### config.mk
export PLATFORM = sky130hd
export DESIGN_NAME = pipeline_hazard_ctrl
export DESIGN_NICKNAME = d
export VERILOG_FILES = /design/src/rtl/pipeline_hazard_ctrl.sv
export SDC_FILE = /design/constraint.sdc
export NUM_CORES = 1
export LEC_CHECK = 0
export ABC_CLOCK_PERIOD_IN_PS = 2060
export BUFFER_PORTS_ARGS = -buffer_cell sky130_fd_sc_hd__buf_2
export CORE_UTILIZATION = 52
export DETAILED_ROUTE_END_ITERATION = 6
export PLACE_DENSITY = 0.79
export SKIP_CTS_REPAIR_TIMING = 1
export SKIP_LAST_GASP = 1
export SLEW_MARGIN = 5
export SYNTH_ARGS = -nofsm -noshare
export SYNTH_HDL_FRONTEND = slang
export SYNTH_SLANG_ARGS = --single-unit
export TNS_END_PERCENT = 10
### constraint.sdc
create_clock -name clk -period 2.06 [get_ports clk]
set_input_delay 0.412 -clock clk [delete_from_list [all_inputs] [get_ports clk]]
set_output_delay 0.412 -clock clk [all_outputs]
set_load 0.03 [all_outputs]
### src/rtl/pipeline_hazard_ctrl.sv
// Stall/flush sequencer for the 5-stage pipeline.
// Pipeline controls are combinational from the hazard inputs and are forced
// low while reset is held. The wait-state FSM, the performance counters and
// the data-memory timeout flag are registered.
module pipeline_hazard_ctrl #(
  parameter int REG_W   = 4,
  parameter int CNT_W   = 16,
  parameter int MEM_TMO = 64
) (
  input  logic             clk,
  input  logic             rst_n,
  input  logic             id_valid,
  input  logic [REG_W-1:0] id_rs,
  input  logic [REG_W-1:0] id_rt,
  input  logic             id_uses_rs,
  input  logic             id_uses_rt,
  input  logic             ex_valid,
  input  logic             ex_mem_read,
  input  logic [REG_W-1:0] ex_rd,
  input  logic             br_mispredict,
  input  logic             imem_ready,
  input  logic             dmem_req,
  input  logic             dmem_ready,
  output logic             pc_stall,
  output logic             if_id_stall,
  output logic             if_id_flush,
  output logic             id_ex_stall,
  output logic             id_ex_flush,
  output logic             ex_mem_stall,
  output logic             mem_wb_bubble,
  output logic [1:0]       state,
  output logic [CNT_W-1:0] stall_cnt,
  output logic [CNT_W-1:0] flush_cnt,
  output logic             mem_timeout_err
);

  typedef enum logic [1:0] {
    ST_RUN       = 2'd0,
    ST_IMEM_WAIT = 2'd1,
    ST_DMEM_WAIT = 2'd2
  } state_t;

  // The wait counter only needs to reach MEM_TMO; it saturates there.
  localparam int          TW     = $clog2(MEM_TMO + 1);
  localparam logic [TW-1:0] TMO_VAL = TW'(MEM_TMO);
  localparam logic [TW-1:0] TMO_M1  = TW'(MEM_TMO - 1);

  state_t             state_reg, state_next;
  logic [TW-1:0]      wait_cnt_reg;
  logic [CNT_W-1:0]   stall_cnt_reg, flush_cnt_reg;
  logic               tmo_err_reg;

  logic p1_dmem, p2_branch, p3_load_use, p4_imem;
  logic rs_hit, rt_hit;

  // Hazard detection; register 0 is hard-wired and never forwards a hazard.
  always_comb begin
    rs_hit      = id_uses_rs && (id_rs == ex_rd);
    rt_hit      = id_uses_rt && (id_rt == ex_rd);
    p1_dmem     = dmem_req && !dmem_ready;
    p2_branch   = br_mispredict;
    p3_load_use = ex_valid && ex_mem_read && id_valid && (rs_hit || rt_hit)
                  && (ex_rd != '0);
    p4_imem     = !imem_ready;
  end

  // Priority-resolved pipeline controls; only the highest active hazard drives them.
  always_comb begin
    pc_stall      = 1'b0;
    if_id_stall   = 1'b0;
    if_id_flush   = 1'b0;
    id_ex_stall   = 1'b0;
    id_ex_flush   = 1'b0;
    ex_mem_stall  = 1'b0;
    mem_wb_bubble = 1'b0;
    if (rst_n) begin
      if (p1_dmem) begin
        // Freeze everything upstream of MEM; held hazards are replayed on release.
        pc_stall      = 1'b1;
        if_id_stall   = 1'b1;
        id_ex_stall   = 1'b1;
        ex_mem_stall  = 1'b1;
        mem_wb_bubble = 1'b1;
      end else if (p2_branch) begin
        // PC is being redirected, so a pending fetch miss is abandoned.
        if_id_flush   = 1'b1;
        id_ex_flush   = 1'b1;
      end else if (p3_load_use) begin
        pc_stall      = 1'b1;
        if_id_stall   = 1'b1;
        id_ex_flush   = 1'b1;
      end else if (p4_imem) begin
        pc_stall      = 1'b1;
        if_id_flush   = 1'b1;
      end
    end
  end

  // Next wait state.
  always_comb begin
    state_next = ST_RUN;
    if (p1_dmem)
      state_next = ST_DMEM_WAIT;
    else if (p4_imem && !p2_branch)
      state_next = ST_IMEM_WAIT;
  end

  // State register plus data-memory wait counter and sticky timeout flag.
  always_ff @(posedge clk or negedge rst_n) begin
    if (!rst_n) begin
      state_reg    <= ST_RUN;
      wait_cnt_reg <= '0;
      tmo_err_reg  <= 1'b0;
    end else begin
      state_reg <= state_next;
      if (state_reg != ST_DMEM_WAIT) begin
        wait_cnt_reg <= '0;
      end else if (wait_cnt_reg != TMO_VAL) begin
        wait_cnt_reg <= wait_cnt_reg + TW'(1);
      end
      // Flag sets on the same edge the wait counter reaches MEM_TMO.
      if (state_reg == ST_DMEM_WAIT && wait_cnt_reg == TMO_M1)
        tmo_err_reg <= 1'b1;
    end
  end

  // Saturating performance counters.
  always_ff @(posedge clk or negedge rst_n) begin
    if (!rst_n) begin
      stall_cnt_reg <= '0;
      flush_cnt_reg <= '0;
    end else begin
      if (pc_stall && stall_cnt_reg != '1)
        stall_cnt_reg <= stall_cnt_reg + CNT_W'(1);
      if (id_ex_flush && flush_cnt_reg != '1)
        flush_cnt_reg <= flush_cnt_reg + CNT_W'(1);
    end
  end

  assign state           = state_reg;
  assign stall_cnt       = stall_cnt_reg;
  assign flush_cnt       = flush_cnt_reg;
  assign mem_timeout_err = tmo_err_reg;

endmodule

=== Word-level counts from Yosys, hierarchy flattened ===
Cells that the tools add are included.

* Register bits after elaboration: 42
* Bits in latches: 0
* RAM bits: 0
* Bits in read-only memories: 0
* Bits of input ports: 23
* Output and inout port bits: 42
* Word-level logic and storage cells: 55
* Memories kept: 0

* Add/sub/neg operators: 3
* $mul: 0
* Divide/modulo/power cells: 0
* Magnitude comparators: 0
* Equal/unequal tests: 8
* Shift operators: 0
* Mux-type cells: 22
* Bitwise logic cells: 0
* Reductions and logical operators: 17

{| class="wikitable"
|+ Operators by type and width
! operator !! number
|-
| adder 16 x 1 -> 16 bit, second input constant || 2
|-
| inequality test 16 bit, second input constant || 2
|-
| two-way mux 1 bit || 19
|-
| two-way mux 7 bit || 2
|-
| logical AND 1 bit || 11
|-
| == test 4 bit || 2
|-
| adder 7 x 1 -> 7 bit, second input constant || 1
|-
| == test 7 x 6 -> 1 bit, second input constant || 1
|-
| inequality test 7 bit, second input constant || 1
|-
| nonzero test 4 bit || 1
|-
| logical NOT 1 bit || 3
|-
| == test 2 bit, second input constant || 1
|-
| two-way mux 2 bit || 1
|-
| inequality test 2 bit, second input constant || 1
|-
| nonzero test 2 bit || 1
|-
| logical OR 1 bit || 1
|}

=== Logic depth before layout (Yosys ltp) ===
* Depth in word-level cells: 10
* Gate-level depth with buffers: 7

=== Worst setup path after synthesis ===
No wires, ideal clock.

* Path type: input-to-output
* From: in id_rs[0]
* To: out id_ex_flush
* Arrival: 1.671 ns
* Slack: -0.023 ns
* Cell stages on the path: 6
* Cells stage by stage: inv_1 > a222oi_1 > and4bb_4 > nor3_1 > buf_6 > nor2b_1

* Cells in the longest elaborated chain, start to end: 9

{| class="wikitable"
|+ Ends and longest elaborated chain
! what !! RTL line !! RTL
|-
| start: declaration || 13 || <nowiki>input logic [REG_W-1:0] id_rs,</nowiki>
|-
| == test 4 bit || 58 || <nowiki>rs_hit = id_uses_rs && (id_rs == ex_rd);</nowiki>
|-
| logical AND 1 bit || 58 ||
|-
| logical OR 1 bit || 62 || <nowiki>p3_load_use = ex_valid && ex_mem_read && id_valid && (rs_hit || rt_hit)</nowiki>
|-
| logical AND 1 bit || 62 ||
|-
| logical AND 1 bit || 63 || <nowiki>&& (ex_rd != '0);</nowiki>
|-
| two-way mux 1 bit || 88 || <nowiki>end else if (p3_load_use) begin</nowiki>
|-
| two-way mux 1 bit || 84 || <nowiki>end else if (p2_branch) begin</nowiki>
|-
| two-way mux 1 bit || 77 || <nowiki>if (p1_dmem) begin</nowiki>
|-
| two-way mux 1 bit || 76 || <nowiki>if (rst_n) begin</nowiki>
|-
| end: declaration || 28 || <nowiki>output logic id_ex_flush,</nowiki>
|}

No other way between the ends.

=== Final worst setup path ===
* From: in id_rs[0]
* To: out if_id_flush

* Cells in the longest elaborated chain, start to end: 9

{| class="wikitable"
|+ Ends and longest elaborated chain
! what !! RTL line !! RTL
|-
| == test 4 bit || 58 ||
|-
| logical AND 1 bit || 58 ||
|-
| logical OR 1 bit || 62 ||
|-
| logical AND 1 bit || 62 ||
|-
| logical AND 1 bit || 63 ||
|-
| two-way mux 1 bit || 88 ||
|-
| two-way mux 1 bit || 84 ||
|-
| two-way mux 1 bit || 77 ||
|-
| two-way mux 1 bit || 76 ||
|-
| end: declaration || 26 || <nowiki>output logic if_id_flush,</nowiki>
|}

No other way between the ends.

==> results.sh <==
export IMPL_crit_family="compound AO/OA/AOI/OAI gates"
export IMPL_p_int_mw=1.62
export IMPL_crit_path_cell_trace="buf_6 -> inv_2 -> a222oi_1 -> and4bb_4 -> buf_6 -> nor3_2 -> o21a_1 -> buf_6"
export IMPL_yosys_top_cells_area="dfrtp_1 (46%), xor2_1 (13%), nor3_1 (4.2%)"
export IMPL_crit_buf_inv=4
export IMPL_fin_crit_ns=2.09
export IMPL_p_clk_share_pct=24.6
export IMPL_routedWlPerCell_um=15.3
export IMPL_combPwrFrac_pct=33.4
export IMPL_yosysMostFrequentCell="dfrtp_1"
export IMPL_crit_slowest_cell="and4bb_4"
export IMPL_outcome="finished, violations left"
export IMPL_ys_seq_area_share_pct=46.1
export IMPL_first_pass_iters=4
export IMPL_finalNetCount=332
export IMPL_relSlewSlack_pct=70.8
export IMPL_critPathMaxFanout=4
export IMPL_timing_final_ws_setup_ns=-0.0266
export IMPL_seq_power_share_pct=42.0
export IMPL_period_share_pct=101
export IMPL_drt_iter0_markers=75
export IMPL_synth_async_reset_ratio_pct=100
export IMPL_cts_buffers=5
export IMPL_synthTopCellsByCount="dfrtp_1 (42), xor2_1 (35), nor3_1 (19)"
export IMPL_top_level_ports=65
export IMPL_start_kind="input pin"
export IMPL_power_density_mw_per_mm2=859
export IMPL_start_util_pct=55.5
export IMPL_max_freq_ghz=0.479
export IMPL_die_h_um=68.3
export IMPL_clock_path_buffers=2
export IMPL_postRouteAntennaNets=0
export IMPL_path_common_cell="buf_6"
export IMPL_ys_types=42
export IMPL_synthFlopType="dfrtp_1"
export IMPL_final_cells=356
export IMPL_io_buffers=64
export IMPL_grt_pass1_vias=1932
export IMPL_power_mw=2.57
export IMPL_ys_ff_latch=42
export IMPL_swShare_pct=37.0
export IMPL_h_tree_depth=2
export IMPL_cp_slowest_stage_delay_ns=0.35
export IMPL_violations="setup timing"
export IMPL_dpl_hpwl_um=3840
export IMPL_p_switching_uw=951
export IMPL_grt_pass1_wl_um=8270
export IMPL_syn_inst=221
export IMPL_finalClockSkew_ns=0.00494
export IMPL_leakage_nw=1.54
export IMPL_syn_num_nets=248
export IMPL_dieArea_sq_mm=0.00466
export IMPL_syn_area_per_cell_sq_um=10.3
export IMPL_hold_violations=0
export IMPL_antenna_found_initial=0
export IMPL_synth_top_area_share_pct=46.1
export IMPL_cp_end_kind="primary output"
export IMPL_clk_pin_slew_ns=0.08
export IMPL_vias_per_cell=5.51
export IMPL_drt_wl_total_um=5440
export IMPL_num_vias=1960
export IMPL_ir_drop_mv=0.639
export IMPL_clockRootBuffer="clkbuf_8"
export IMPL_gp_routability_congestion=0.858
export IMPL_die_w_um=68.3
export IMPL_drive_gt1_share_pct=34.6
export IMPL_antenna_cells=0
export IMPL_clk_latency_ns=0.29
export IMPL_setup_violations_final=2
export IMPL_grt_use_total_pct=23.9
export IMPL_cts_tree="yes"
export IMPL_crit_type="input pin to primary output"
export IMPL_yosysWarnings=0
export IMPL_hold_class="input pin to asynchronous set/reset pin"
export IMPL_rows=23
export IMPL_synth_edf_count=0
export IMPL_maxSlewViolCount=0
export IMPL_worstPathArrival_ns=1.67
export IMPL_drc_errors=0
export IMPL_tns_ns=-0.0284
export IMPL_dp_cells=346
export IMPL_tightest_slew_ns=0.432
export IMPL_fin_util_pct=72.6
export IMPL_maxCapViolations=0
export IMPL_core_sq_mm=0.00412
export IMPL_area_growth_pct=30.9
export IMPL_netlist_area_sq_mm=0.00228
export IMPL_grt_max_degree=21
export IMPL_grt_remaining_overflow=0
export IMPL_clock_sinks=42
export IMPL_yosys_area_top_type="dfrtp_1"
export IMPL_cp_required_ns=1.65
export IMPL_rsz0062_at_grt="true"
==> worst register-to-register path, stage by stage, from the launching register on <==
cell and delay [ns]:
dfrtp_1 0.42, ha_1 0.26, nand3_1 0.25, nor4_2 0.10
buf_4 0.17, nor4b_1 0.42, xor2_1 0.20
==> logic make-up after synthesis <==
family / share of synthesized area, %
and+or+nand+nor: 27.2
DFF: 46.1
xor gates and xnor gates: 15.0
buffers and inverters: 3.34
AOI/OAI and AO/OA: 4.72
adders and majority gates: 2.19
muxes: 1.48
==> cell usage in the layout, fill, tap and decap left out, types with 2 or more instances in the layout <==
master | Yosys | layout
clkbuf_1 | 1 | 2
nand2b_1 | 5 | 5
buf_2 | 1 | 55
buf_12 | 0 | 2
nor4b_1 | 2 | 2
clkbuf_8 | 0 | 5
nand4_1 | 8 | 8
nor2_1 | 18 | 17
inv_1 | 8 | 7
xnor2_1 | 4 | 4
buf_6 | 2 | 9
dfrtp_1 | 42 | 42
ha_1 | 4 | 4
nor4_1 | 8 | 7
nor3b_1 | 2 | 2
nand3_1 | 15 | 15
nor4_2 | 2 | 3
nor3_1 | 19 | 17
buf_4 | 2 | 15
and3_1 | 5 | 5
and2_1 | 3 | 3
xor2_1 | 35 | 35
mux2_2 | 2 | 2
nand2_1 | 13 | 13
==> layout make-up <==
cell class,count,area (sq um)
timing repair buffer,83,554
clock inverter,1,30.0
sequential,42,1050
multi-input combinational,165,1180
fill,312,1130
tap,50,62.6
inverter,8,30.0
clock buffer,7,76.3
==> worst paths after layout <==
kind / slack (ns) / depth (start not counted) / start / endpoint
setup / recovery: -0.03 / 8 / id_rs[0] / if_id_flush
hold / removal: 0.1 / 2 / rst_n / stall_cnt[1]$_DFFE_PN0P_
setup reg to reg: 0.16 / 6 / stall_cnt[0]$_DFFE_PN0P_ / stall_cnt[7]$_DFFE_PN0P_
hold reg to reg: 0.46 / 1 / mem_timeout_err$_DFFE_PN0P_ / mem_timeout_err$_DFFE_PN0P_
max in group asynchronous: 1.23 / 2 / rst_n / stall_cnt[12]$_DFFE_PN0P_
min in group clk: 0.34 / 2 / imem_ready / state[0]$_DFF_PN0_
==> power by group through the flow <==
stage / clock (mW) / combinational (mW) / sequential [mW]
finish: 0.632 / 0.856 / 1.08
global route: 0.682 / 0.921 / 1.10
CTS: 0.641 / 0.833 / 1.08
detailed placement: 0 / 0.827 / 1.09
global placement: 0 / 0.813 / 1.09
floorplan: 0 / 0.252 / 1.34
==> routing by layer <==
layer  up-vias  part of all wire (%)  GRT usage (%)
li1        947                     -              -
met1       942                    41           26.9
met2        63                    54           43.0
met3         8                   4.1           6.00
met4         0                  0.77           8.59
met5         -                     0              0
==> stage by stage <==
stage | area, sq um | setup slack (ns) | hold slack (ns)
detailed placement | 2770 | -0.213 | 0.283
finish | 2990 | -0.0266 | 0.0994
global route | 2990 | -0.121 | 0.0994
global placement | 2770 | -0.203 | 0.285
CTS | 2880 | -0.215 | -0.0304
floorplan | 2280 | -0.0111 | 0.116
(Power assumes the default switching activity.)
